## src/rtl/mvau_stream_ctrl_pkg.sv

```systemverilog
`default_nettype none
// ============================================================================
// Module      : mvau_defn (package)
// Description : Shared types and parameter derivations for the MVAU
//               stream controller and its neighbours.
// Revision    : 1.0 - initial release
// ============================================================================
package mvau_defn;

  // Fold-loop phase: FILL takes words from the stream, REUSE replays the buffer
  typedef enum logic [0:0] {
    FILL  = 1'b0,
    REUSE = 1'b1
  } mvau_ctrl_state_t;

  localparam int DEF_SF       = 4;
  localparam int DEF_NF       = 2;
  localparam int DEF_PIPE_LAT = 2;

  // Counter width for a modulo-n counter; never narrower than one bit
  function automatic int cnt_width(input int n);
    return (n <= 2) ? 1 : $clog2(n);
  endfunction

  // True when n is a non-zero power of two
  function automatic bit is_pow2(input int n);
    return (n > 0) && ((n & (n - 1)) == 0);
  endfunction

  localparam int DEF_SF_T = cnt_width(DEF_SF);
  localparam int DEF_NF_T = cnt_width(DEF_NF);

endpackage
`default_nettype wire

```

## src/rtl/mvau_stream_ctrl_if.sv

```systemverilog
`default_nettype none
// ============================================================================
// Module      : mvau_stream_ctrl_if
// Description : Handshake and datapath-control bundle of the MVAU stream
//               controller. master = controller, slave = stream/datapath.
// Revision    : 1.0 - initial release
// ============================================================================
interface mvau_stream_ctrl_if #(
  parameter int SF_T = 2,
  parameter int NF_T = 1
);
  logic                 in_v;
  logic                 in_rdy;
  logic                 out_rdy;
  logic                 out_v;
  logic                 pipe_en;
  logic                 acc_en;
  logic                 sf_clr;
  logic                 ib_wen;
  logic                 ib_ren;
  logic [SF_T-1:0]      sf_cnt;
  logic [NF_T-1:0]      nf_cnt;
  logic [SF_T+NF_T-1:0] wgt_addr;

  modport master (
    input  in_v, out_rdy,
    output in_rdy, out_v, pipe_en, acc_en, sf_clr, ib_wen, ib_ren,
           sf_cnt, nf_cnt, wgt_addr
  );

  modport slave (
    output in_v, out_rdy,
    input  in_rdy, out_v, pipe_en, acc_en, sf_clr, ib_wen, ib_ren,
           sf_cnt, nf_cnt, wgt_addr
  );
endinterface
`default_nettype wire

```

## src/rtl/mvau_stream_ctrl_vld_pipe.sv

```systemverilog
`default_nettype none
// ============================================================================
// Module      : mvau_vld_pipe
// Description : DEPTH-deep enabled shift register carrying valid tokens
//               alongside a stall-able compute pipeline.
// Revision    : 1.0 - initial release
// ============================================================================
module mvau_vld_pipe #(
  parameter int DEPTH = 2
) (
  input  wire logic clk,
  input  wire logic rst,
  input  wire logic en,
  input  wire logic din,
  output logic      dout
);

  logic [DEPTH-1:0] r_sr;

  generate
    if (DEPTH == 1) begin : g_single
      // Single stage: capture the token whenever the pipeline advances
      always_ff @(posedge clk or posedge rst) begin
        if (rst) begin
          r_sr <= '0;
        end else if (en) begin
          r_sr <= din;
        end
      end
    end else begin : g_chain
      // Multi stage: shift toward the output whenever the pipeline advances
      always_ff @(posedge clk or posedge rst) begin
        if (rst) begin
          r_sr <= '0;
        end else if (en) begin
          r_sr <= {r_sr[DEPTH-2:0], din};
        end
      end
    end
  endgenerate

  assign dout = r_sr[DEPTH-1];

endmodule
`default_nettype wire

```

## src/rtl/mvau_stream_ctrl.sv

```systemverilog
`default_nettype none
// ============================================================================
// Module      : mvau_stream_ctrl
// Description : Stall-aware SF x NF fold sequencer for the MVAU datapath.
//               Accepts activations on a valid/ready stream, drives the
//               input buffer and weight address, and tags output validity.
// Revision    : 1.0 - initial release
// ============================================================================
module mvau_stream_ctrl
  import mvau_defn::*;
#(
  parameter int SF       = DEF_SF,
  parameter int NF       = DEF_NF,
  parameter int SF_T     = cnt_width(SF),
  parameter int NF_T     = cnt_width(NF),
  parameter int PIPE_LAT = DEF_PIPE_LAT
) (
  input  wire logic          clk,
  input  wire logic          rst,
  mvau_stream_ctrl_if.master bus
);

  localparam int AW = SF_T + NF_T;

  localparam logic [0:0]      ST_FILL  = FILL;
  localparam logic [0:0]      ST_REUSE = REUSE;
  localparam logic [SF_T-1:0] SF_LAST  = SF_T'(SF - 1);
  localparam logic [NF_T-1:0] NF_LAST  = NF_T'(NF - 1);

  logic [0:0]      r_state;
  logic [SF_T-1:0] r_sf;
  logic [NF_T-1:0] r_nf;

  logic w_out_v;
  logic w_stall;
  logic w_pipe_en;
  logic w_fill;
  logic w_step;
  logic w_sf_wrap;
  logic w_nf_wrap;
  logic w_clr;
  logic [AW-1:0] w_addr;

  // A held output freezes the whole datapath; reset also forces every
  // enable low so nothing downstream sees activity while rst is high.
  assign w_stall   = w_out_v & ~bus.out_rdy;
  assign w_pipe_en = ~rst & ~w_stall;
  assign w_fill    = (r_state == ST_FILL);
  assign w_step    = w_pipe_en & (w_fill ? bus.in_v : 1'b1);
  assign w_sf_wrap = (r_sf == SF_LAST);
  assign w_nf_wrap = (r_nf == NF_LAST);
  assign w_clr     = w_step & w_sf_wrap;

  // Fold counters and FILL/REUSE phase, advancing one fold step at a time
  always_ff @(posedge clk or posedge rst) begin
    if (rst) begin
      r_state <= ST_FILL;
      r_sf    <= '0;
      r_nf    <= '0;
    end else if (w_step) begin
      if (w_sf_wrap) begin
        r_sf <= '0;
        r_nf <= w_nf_wrap ? '0 : r_nf + NF_T'(1);
        if (w_fill && (NF > 1)) begin
          r_state <= ST_REUSE;
        end else if (!w_fill && w_nf_wrap) begin
          r_state <= ST_FILL;
        end
      end else begin
        r_sf <= r_sf + SF_T'(1);
      end
    end
  end

  // Tile-major weight address: a plain concatenation only when SF is a
  // power of two that actually occupies the sf field bits.
  generate
    if (is_pow2(SF) && (SF > 1)) begin : g_addr_cat
      assign w_addr = {r_nf, r_sf};
    end else begin : g_addr_mad
      assign w_addr = AW'(r_nf) * AW'(SF) + AW'(r_sf);
    end
  endgenerate

  // The last fold step of a tile launches a result token down the pipe
  mvau_vld_pipe #(
    .DEPTH (PIPE_LAT)
  ) u_vld_pipe (
    .clk  (clk),
    .rst  (rst),
    .en   (w_pipe_en),
    .din  (w_clr),
    .dout (w_out_v)
  );

  assign bus.in_rdy   = w_fill & w_pipe_en;
  assign bus.out_v    = w_out_v;
  assign bus.pipe_en  = w_pipe_en;
  assign bus.acc_en   = w_step;
  assign bus.sf_clr   = w_clr;
  assign bus.ib_wen   = w_step & w_fill;
  assign bus.ib_ren   = ~w_fill & w_pipe_en;
  assign bus.sf_cnt   = r_sf;
  assign bus.nf_cnt   = r_nf;
  assign bus.wgt_addr = w_addr;

endmodule
`default_nettype wire
```

## src/flat_wrapper.sv

```systemverilog
// flat-port wrapper written by rule: the top's interface ports become plain ports
module mvau_stream_ctrl_flat import mvau_defn::*;
#(
  parameter int SF       = DEF_SF,
  parameter int NF       = DEF_NF,
  parameter int SF_T     = cnt_width(SF),
  parameter int NF_T     = cnt_width(NF),
  parameter int PIPE_LAT = DEF_PIPE_LAT
)
  (clk, rst, bus_in_v, bus_out_rdy, bus_in_rdy, bus_out_v, bus_pipe_en, bus_acc_en, bus_sf_clr, bus_ib_wen, bus_ib_ren, bus_sf_cnt, bus_nf_cnt, bus_wgt_addr);
  mvau_stream_ctrl_if #(.SF_T(SF_T), .NF_T(NF_T)) bus_i ();
  input  wire logic clk;
  input  wire logic rst;
  input wire logic [$bits(bus_i.in_v)-1:0] bus_in_v;
  input wire logic [$bits(bus_i.out_rdy)-1:0] bus_out_rdy;
  output wire logic [$bits(bus_i.in_rdy)-1:0] bus_in_rdy;
  output wire logic [$bits(bus_i.out_v)-1:0] bus_out_v;
  output wire logic [$bits(bus_i.pipe_en)-1:0] bus_pipe_en;
  output wire logic [$bits(bus_i.acc_en)-1:0] bus_acc_en;
  output wire logic [$bits(bus_i.sf_clr)-1:0] bus_sf_clr;
  output wire logic [$bits(bus_i.ib_wen)-1:0] bus_ib_wen;
  output wire logic [$bits(bus_i.ib_ren)-1:0] bus_ib_ren;
  output wire logic [$bits(bus_i.sf_cnt)-1:0] bus_sf_cnt;
  output wire logic [$bits(bus_i.nf_cnt)-1:0] bus_nf_cnt;
  output wire logic [$bits(bus_i.wgt_addr)-1:0] bus_wgt_addr;
  assign bus_i.in_v = bus_in_v;
  assign bus_i.out_rdy = bus_out_rdy;
  assign bus_in_rdy = bus_i.in_rdy;
  assign bus_out_v = bus_i.out_v;
  assign bus_pipe_en = bus_i.pipe_en;
  assign bus_acc_en = bus_i.acc_en;
  assign bus_sf_clr = bus_i.sf_clr;
  assign bus_ib_wen = bus_i.ib_wen;
  assign bus_ib_ren = bus_i.ib_ren;
  assign bus_sf_cnt = bus_i.sf_cnt;
  assign bus_nf_cnt = bus_i.nf_cnt;
  assign bus_wgt_addr = bus_i.wgt_addr;
  mvau_stream_ctrl #(.SF(SF), .NF(NF), .SF_T(SF_T), .NF_T(NF_T), .PIPE_LAT(PIPE_LAT)) u_core (.clk(clk), .rst(rst), .bus(bus_i));
endmodule
```

## config.mk

```make
export PLATFORM = sky130hd
export DESIGN_NAME = mvau_stream_ctrl_flat
export DESIGN_NICKNAME = d
export VERILOG_FILES = /design/src/rtl/mvau_stream_ctrl_pkg.sv /design/src/rtl/mvau_stream_ctrl_if.sv /design/src/rtl/mvau_stream_ctrl_vld_pipe.sv /design/src/rtl/mvau_stream_ctrl.sv /design/src/flat_wrapper.sv
export SDC_FILE = /design/constraint.sdc
export NUM_CORES = 1
export LEC_CHECK = 0
export BUFFER_PORTS_ARGS = -buffer_cell sky130_fd_sc_hd__clkbuf_2
export CORE_AREA = 2 2 39 41
export DETAILED_ROUTE_END_ITERATION = 10
export DIE_AREA = 0 0 41 43
export GPL_TIMING_DRIVEN = 0
export SLEW_MARGIN = 20
export SYNTH_ARGS = -nofsm -noshare
export SYNTH_HDL_FRONTEND = slang
export SYNTH_SLANG_ARGS = --single-unit
```

## constraint.sdc

```tcl
create_clock -name clk -period 3.2 [get_ports clk]
set_input_delay 0.16 -clock clk [delete_from_list [all_inputs] [get_ports clk]]
set_output_delay 0.16 -clock clk [all_outputs]
set_load 0.02 [all_outputs]
```

# [Yosys cells after proc, flatten, opt, wreduce, memory -nomap -nowiden]
# Index checks and enable logic that the tools add are counted.
[totals] rom_bits=0 output_inout_bits=13 ramBits=0 in_bits=4 register_bits=6 mem_count=0 latch_bits=0
[op_classes] mul=0 n_div=0 addsub=2 n_eq_ne=1 order_cmp=0 n_bitwise=11 reduce_logical=2 shift=0 n_mux=5
[ops] operator="1-bit AND" count=7
[ops] operator="1-bit two-way mux" count=4
[ops] operator="1-bit inverter" count=4
[ops] operator="2-bit by 1-bit adder with 2-bit output (second input constant)" count=1
[ops] operator="2-bit equality test (second input constant)" count=1
[ops] operator="2-bit two-way mux" count=1
[ops] operator="2-bit AND reduction" count=1
[ops] operator="1-bit adder (second input constant)" count=1
[ops] operator="1-bit logical AND" count=1

# [Longest topological paths before layout]
# Gate-level depths: netlist of the first run.
[depth] word_depth=6 mapped_depth=4

# [Hierarchy]
# Synthesis of the first run repeated with hierarchy kept, for this count alone.
[unflattened] hier_cells=28 hier_area_um2=332.8
[modules_own_cells] module="mvau_stream_ctrl" area_per_inst_um2=256.5 n_inst=1 seq_area_each_um2=100.1 cells_each=23
[modules_own_cells] module="mvau_vld_pipe" area_per_inst_um2=76.3 n_inst=1 seq_area_each_um2=50.0 cells_each=5

# [Worst setup path after synthesis of the first run]
# No wires, ideal clock.
[synth_timing] path_type="reg-to-output" from="register u_core.u_vld_pipe.r_sr[1]" to="output port bus_ib_wen" required_ns=3.040 stages_incl_launch_ff=4 arrival_ns=1.456 n_path_buf=0 setup_slack_ns=1.584 cell_sequence="dfrtp_1 -> nor2b_2 -> or2_1 -> nor3b_1"
[synth_between] elab_chain_len=5
[synth_lines] item="start: declaration" line_no="mvau_stream_ctrl_vld_pipe.sv:18" rtl="logic [DEPTH-1:0] r_sr;"
[synth_lines] item="start signal: assignment" line_no="mvau_stream_ctrl_vld_pipe.sv:36" rtl="r_sr <= {r_sr[DEPTH-2:0], din};"
[synth_lines] item="1-bit AND" line_no="mvau_stream_ctrl.sv:46" rtl="assign w_stall = w_out_v & ~bus.out_rdy;"
[synth_lines] item="1-bit inverter" line_no="mvau_stream_ctrl.sv:47" rtl="assign w_pipe_en = ~rst & ~w_stall;"
[synth_lines] item="1-bit AND" line_no="mvau_stream_ctrl.sv:47"
[synth_lines] item="1-bit AND" line_no="mvau_stream_ctrl.sv:49" rtl="assign w_step = w_pipe_en & (w_fill ? bus.in_v : 1'b1);"
[synth_lines] item="1-bit AND" line_no="mvau_stream_ctrl.sv:101" rtl="assign bus.ib_wen = w_step & w_fill;"
[synth_lines] item="end: declaration" line_no="flat_wrapper.sv:21" rtl="output wire logic [$bits(bus_i.ib_wen)-1:0] bus_ib_wen;"
# No other way between the ends.

# [Worst setup path in the final report of the first run]
[layout_timing] from="input port rst" to="output port bus_ib_wen"
[layout_between] elab_chain_len=4
[layout_lines] item="start: declaration" line_no="flat_wrapper.sv:13" rtl="input wire logic rst;"
[layout_lines] item="1-bit inverter" line_no="mvau_stream_ctrl.sv:47"
[layout_lines] item="1-bit AND" line_no="mvau_stream_ctrl.sv:47"
[layout_lines] item="1-bit AND" line_no="mvau_stream_ctrl.sv:49"
[layout_lines] item="1-bit AND" line_no="mvau_stream_ctrl.sv:101"
# No other way between the ends.

==> results of run 1 <==
==> metal layers <==
metal	up-vias	part of all wire, %	track usage, %
met5	-	0	0
met4	0	0	6.000
li1	130	-	-
met1	128	35	7.591
met3	0	11	3.141
met2	11	54	13.44
==> repair_timing <==
item / 4_1_cts / 5_1_grt
setup endpoints to repair: 0 / 0
hold endpoints to repair: 6 / 0
hold buffers: 1 / 0
==> registers in the layout (all words and copies together) (netlist names) <==
name	flops
u_core.bus.sf_cnt	2
u_core.u_vld_pipe.r_sr	2
u_core.r_state	1
u_core.bus.nf_cnt	1
==> cells by family (layout without fill, tap and decap cells) <==
group,after synthesis,after routing,synth area share [%]
buffers and inverters,5,25,9.054
adders and majority gates,1,1,3.773
muxes,4,4,13.58
xor gates and xnor gates,1,1,2.642
AOI/OAI and AO/OA,1,1,2.265
DFF,6,6,45.28
and+or+nand+nor,10,10,23.40
==> final cells by class <==
cell class / count / area (µm²)
Buffer: 3 / 22.52
Inverter: 2 / 7.507
Tap cell: 16 / 20.02
Timing Repair Buffer: 17 / 90.09
Multi-Input combinational cell: 17 / 151.4
Clock buffer: 3 / 22.52
Fill cell: 160 / 919.6
Sequential cell: 6 / 150.1
==> through the flow <==
stage          worst slack (ns)  instance area, µm²  cells  hold WS, ns  total power [W]
6_report                  1.487               464.2     64       0.4414        0.0004823
3_5_place_dp              1.752               431.7     60       0.1353        0.0004223
4_1_cts                   1.481               464.2     64       0.4348        0.0004920
5_1_grt                   1.409               464.2     64       0.4814        0.0005268
2_1_floorplan             1.584               331.6     28     -0.04904        0.0003396
3_3_place_gp              1.784               431.7     60       0.1313        0.0004152
==> path summary, 6_finish.rpt <==
kind / slack, ns / to / cells past startpoint
worst max-delay path: 1.49 / bus_ib_wen / 5
worst min-delay path: 0.44 / u_core.r_state$_DFFE_PP0P_ / 3
worst max register to register: 1.78 / u_core.r_state$_DFFE_PP0P_ / 3
worst min register to register: 0.47 / u_core.u_vld_pipe.r_sr[0]$_DFFE_PP0P_ / 1
max in group asynchronous: 2.57 / u_core.bus.nf_cnt$_DFFE_PP0P_ / 3
min in group clk: 0.47 / u_core.bus.nf_cnt$_DFFE_PP0P_ / 4
==> power by group through the flow <==
stage / sequential, W / combinational (W) / clock, W
finish: 0.000150 / 0.000267 / 0.0000648
global route: 0.000158 / 0.000297 / 0.0000721
CTS: 0.000151 / 0.000272 / 0.0000688
detailed placement: 0.000152 / 0.000270 / 0
global placement: 0.000151 / 0.000265 / 0
floorplan: 0.000175 / 0.000164 / 0
==> worst max-delay path, cell delays in order <==
cell and delay (ns):
dlygate4sd3_1 0.53, clkbuf_2 0.15, or2_1 0.30, nor3b_1 0.21
clkbuf_2 0.20
==> cell usage in the layout (no fill, tap or decap) <==
cell	instances
a21o_1	1
and2_1	1
buf_4	3
clkbuf_2	16
clkbuf_4	3
dfrtp_1	6
dlygate4sd3_1	1
ha_1	1
inv_1	1
inv_2	1
mux2_1	1
mux2_2	3
nand2_1	1
nor2_1	3
nor2b_2	1
nor3_2	1
nor3b_1	1
nor4b_4	1
or2_1	1
xor2_1	1
==> summary.txt, run 1 <==
Status
  • Status: finished, final reports clean

Timing
  • Pins over their slew limit: 0
  • FMAX: 583.6 MHz
  • Final Critical Period: about 1.7 ns
  • Total Neg Setup Slack: 0 ns
  • RSZ-0062 raised after global routing: false
  • Fin crit share: between 50% and 60%
  • Worst-Margin Slew: about 0.35 ns
  • Final Hold Viols: 0
  • Layout Skew: between 0.0015 and 0.002 ns
  • Setup-failing EPs final: 0
  • Rel. slew slack: about three quarters

Floorplanning
  • Row count: 14
  • Chip width: ~40 µm
  • Initial Util: roughly a quarter
  • DIE HEIGHT: around 43 µm
  • Boundary Pins: 17
  • Die Area: between 1500 and 2000 µm²
  • Total core area: 1384 µm²

Yosys
  • Post-synth ARST share: 100.0%
  • Post-synth top area cell: dfrtp_1
  • Syn Inst Count: 28
  • Cell with the most instances after synthesis: dfrtp_1
  • Seq cells post-synth: 6
  • Register area share after synthesis: between 40 and 50%
  • Most frequent cells after synthesis: dfrtp_1, buf_4, mux2_2, nor2_1
  • Post-Syn Area: 331.6 µm²
  • Post-synth EDFFs: 0
  • Mean Syn Cell Area: between 10 and 15 µm²
  • Syn nets: 33
  • Post-synth top flop: dfrtp_1
  • YS warnings: 0
  • Post-synthesis cell type count: 17
  • Post-synth top area share: 45.28%
  • Synth top area cells: dfrtp_1, mux2_2, nor4b_4

Global route
  • Gr ovfl total: 0
  • GR Util All Layers: about 8.2%
  • Vias in the first global route: roughly 260
  • Global-route wire length before repair: 952 µm
  • Largest net degree at the start of global routing: 7
  • Antenna violations before repair: 0

Drt
  • Average via count per standard cell: 4.203
  • Initial drt markers: 3
  • WL final: slightly above 600 µm
  • WL/cell: 9.484 µm
  • DR pass1 iterations: 2
  • Via count: 269
  • Routed Antenna Nets: 0
  • DRC viols: 0

Critical path
  • WS Path Type: in2out
  • Crit path launch: rst
  • CP Data Arrival Time: around 1.6 ns
  • Crit end category: output pin
  • Crit Path Max Fanout: 4
  • Worst setup SP type: primary input
  • R2r startpoint: u_core.u_vld_pipe.r_sr[1]$_DFFE_PP0P_
  • Critical Path RT: 3.04 ns

Power and ir drop
  • Sw Ratio: between 40% and 50%
  • VDD IR-drop max: 236.6 µV
  • Cell-internal power: 0.0002764 W
  • PwrDens: 1039 nW/µm²
  • Static Leak: 0.2474 nW
  • Switch Pwr: about 0.00021 W
  • Clock power share: around 13%
  • Comb pwr share: a little under three fifths
  • Power share of the sequential group: 31.2%

Place
  • DPL Wire Length: ~520 µm
  • # port buffers: 16
  • RePlAce Congestion: slightly below 0.6

Layout
  • Layout area overhead: 40.00%
  • Core Util, Final: about a third
  • Final #Nets: 55
  • Layout cells sized above 1: ~60%
  • Antenna diodes: 0

Clock network
  • Sink Count: 6
  • PostCTS Resize Cnt: 0
  • Num CTS Buffers: 3
  • H-tree depth: 1
  • Max clock buf depth: 2
  • CTS clk-pin slew, worst paths: 0.04 ns
  • Root Driver: clkbuf_4
  • CTS tree: built
  • Clk_lat worst skew: approximately 0.23 ns
  • Setup bufs post-CTS: 0

Worst hold path
  • Worst Hold Class: in2async

Job
  • Max-cap violations: 0
(Power assumes the default switching activity.)
==> run 2, diff against run 1 <==
--- a/config.mk
+++ b/config.mk
@@ -5,6 +5,7 @@
 export SDC_FILE = /design/constraint.sdc
 export NUM_CORES = 1
 export LEC_CHECK = 0
+export ABC_AREA = 1
 export BUFFER_PORTS_ARGS = -buffer_cell sky130_fd_sc_hd__clkbuf_2
 export CORE_AREA = 2 2 39 41
 export DETAILED_ROUTE_END_ITERATION = 10
==> constraint.sdc (replaced) <==
create_clock -name clk -period 1.7 [get_ports clk]
set_input_delay 0.085 -clock clk [delete_from_list [all_inputs] [get_ports clk]]
set_output_delay 0.085 -clock clk [all_outputs]
set_load 0.02 [all_outputs]
==> run 2 against run 1 <==
Net effect:
- clock power is 100% higher
- clock-buffer cell count stayed put
- utilization is 1.9 points higher
- total power is 76% higher
- register-to-register slack worse by 1.2 ns
- synthesized cell count is 57% higher
- sequential share of layout area is 1.7 points lower
- critical endpoint is now bus_sf_clr
- largest power group unchanged
- highest routed layer is now met4
==> summary.txt, run 2 <==
Layout
  • Final #Nets: 71
  • Antenna diodes: 0
  • Most common cell after layout, fill and taps aside: clkbuf_2
  • Most frequent cells in the layout: clkbuf_2, nand2_1, inv_1, dfrtp_1, nor2_1
  • Layout area overhead: 37.06%
  • Layout cells sized above 1: between 40% and 50%

Yosys
  • Syn nets: a little under 50
  • YS warnings: 0
  • Synth top area cells: dfrtp_1, nand2_1, inv_1
  • Area share of and/or/nand/nor cells after synthesis: 31.47%
  • Syn Inst Count: between 40 and 50
  • Compound-Gate Fraction of Synth Area: roughly 7.3%
  • Most frequent cells after synthesis: nand2_1, inv_1, dfrtp_1
  • Mux cell area share after synthesis: 0%
  • Adder-cell area share of the yosys netlist: under 10%
  • Cell with the most instances after synthesis: nand2_1
  • Post-synth top area cell: dfrtp_1
  • Synth Area in XOR/XNOR: 0%
  • Largest family of logic cells by synthesized area: simple AND/OR/NAND/NOR gates
  • Post-synthesis cell type count: 13
  • Register area share after synthesis: between 40% and 50%
  • Seq cells post-synth: 6
  • Mean Syn Cell Area: just over 8 µm²
  • Post-synth top flop: dfrtp_1
  • Post-Syn Area: about 360 µm²
  • Post-synth ARST share: 100.0%
  • Post-synth top area share: around two fifths
  • Post-synth EDFFs: 0

Global route
  • Global-route wire length before repair: approximately 1.4 mm
  • Largest net degree at the start of global routing: 10
  • Antenna violations before repair: 0
  • GR Util All Layers: between 10% and 20%
  • Vias in the first global route: between 300 and 400
  • Gr ovfl total: 0

Clock network
  • PostCTS Resize Cnt: 0
  • Num CTS Buffers: 3
  • Max clock buf depth: 2
  • Setup bufs post-CTS: 0
  • H-tree depth: 1
  • Hold_buf cts: 1
  • CTS clk-pin slew, worst paths: roughly 0.04 ns
  • CTS tree: built
  • Clk_lat worst skew: between 0.2 and 0.25 ns
  • Sink Count: 6
  • Root Driver: clkbuf_4

Floorplanning
  • Die Area: about 1800 µm²
  • Boundary Pins: 17
  • Initial Util: 25.86%
  • Total core area: about 1400 µm²
  • DIE HEIGHT: 43 µm
  • Row count: 14
  • Chip width: around 41 µm

Timing
  • RSZ-0062 raised after global routing: false
  • Fin crit share: 86.79%
  • Final Hold Viols: 0
  • Setup-failing EPs final: 0
  • Worst-Margin Slew: between 0.3 and 0.4 ns
  • Layout Skew: 0.004919 ns
  • Pins over their slew limit: 0
  • FMAX: ~680 MHz
  • Hold_ws: around 0.28 ns
  • Total Neg Setup Slack: 0 ns
  • Final Critical Period: about 1.5 ns
  • Rel. slew slack: roughly 77%

Power and ir drop
  • PwrDens: 1731 nW/µm²
  • Static Leak: approximately 0.29 nW
  • Clock power share: about 15%
  • VDD IR-drop max: around 570 µV
  • Switch Pwr: roughly 0.0004 W
  • Power, Total: roughly 0.00085 W
  • Cell-internal power: between 0.0004 and 0.0005 W
  • Comb pwr share: between 50% and 60%
  • Power share of the sequential group: 31.6%
  • Sw Ratio: between 40% and 50%

Drt
  • WL final: about 740 µm
  • Top Metal Used: met4
  • Initial drt markers: 4
  • WL/cell: slightly above 9 µm
  • Average via count per standard cell: about 4.4
  • Via count: approximately 350
  • DRC viols: 0
  • Met2 WL: 374 µm
  • Met3 Wirelength: between 30 and 40 µm
  • Met1 WL: 322 µm
  • Routed Antenna Nets: 0
  • DR pass1 iterations: 4

Critical path
  • CP Data Arrival Time: 1.39 ns
  • Worst setup SP type: primary input
  • Crit end category: output pin
  • Crit Path Max Fanout: 8
  • WS Path Type: in2out
  • Critical Path RT: ~1.6 ns
  • R2R depth: 4

Place
  • DPL Wire Length: just under 600 µm
  • # port buffers: 16
  • RePlAce Congestion: 0.7209

Job
  • Max-cap violations: 0

Worst hold path
  • Worst Hold Class: in2reg
  • WHS Path Cells: 5

Status
  • Status: finished, final reports clean
run 2: power groups by stage:
stage	clock [W]	combinational (W)	sequential [W]
finish	0.000131	0.000450	0.000268
global route	0.000145	0.000505	0.000281
CTS	0.000135	0.000456	0.000268
detailed placement	0	0.000451	0.000270
global placement	0	0.000440	0.000265
floorplan	0	0.000276	0.000306
run 2: metal layers:
metal | GRT usage, % | vias up
met4 | 6.000 | 0
met5 | 0 | -
met1 | 14.38 | 167
met3 | 3.141 | 2
li1 | - | 174
met2 | 17.19 | 6
run 2: cell families after synthesis:
| kind of cell | count (synthesis) |
|---|---|
| buffers and inverters | 12 |
| flip-flops | 6 |
| AND/OR/NAND/NOR | 22 |
| adder cells (fa/ha/maj) | 1 |
| AO/OA/AOI/OAI | 3 |
run 2: cell type report:
cell class              count  area [µm²]
multi-input cells          26       151.4
well taps                  16       20.02
flip-flops and latches      6       150.1
inverters                   9       33.78
plain buffers               3       22.52
fillers                   150       893.4
repair buffers             17       90.09
clock buffers               3       22.52
run 2: per-stage QoR:
step | worst slack (ns) | utilization (%) | cells | cell area [µm²]
final | 0.2246 | 35.44 | 80 | 490.5
after global routing | 0.1275 | 35.44 | 80 | 490.5
after CTS | 0.1961 | 35.44 | 80 | 490.5
after detailed placement | 0.5153 | 33.09 | 76 | 457.9
after global placement | 0.5275 | 33.09 | 76 | 457.9
after floorplan | 0.3821 | - | 44 | 357.8
run 2: final timing paths:
path / startpoint / endpoint / slack, ns
setup / recovery: rst / bus_sf_clr / 0.22
hold / removal: bus_out_rdy / u_core.bus.sf_cnt[1]$_DFFE_PP0P_ / 0.28
setup reg to reg: u_core.bus.sf_cnt[0]$_DFFE_PP0P_ / u_core.r_state$_DFFE_PP0P_ / 0.61
hold reg to reg: u_core.u_vld_pipe.r_sr[0]$_DFFE_PP0P_ / u_core.u_vld_pipe.r_sr[1]$_DFFE_PP0P_ / 0.52
max in group asynchronous: rst / u_core.bus.nf_cnt$_DFFE_PP0P_ / 1.07
min in group asynchronous: rst / u_core.u_vld_pipe.r_sr[1]$_DFFE_PP0P_ / 0.37
run 2: worst max-delay path, cell delays in order:
cell	delay, ns
dlygate4sd3_1	0.53
clkbuf_2	0.13
inv_1	0.27
nand4_4	0.15
inv_1	0.07
clkbuf_2	0.16
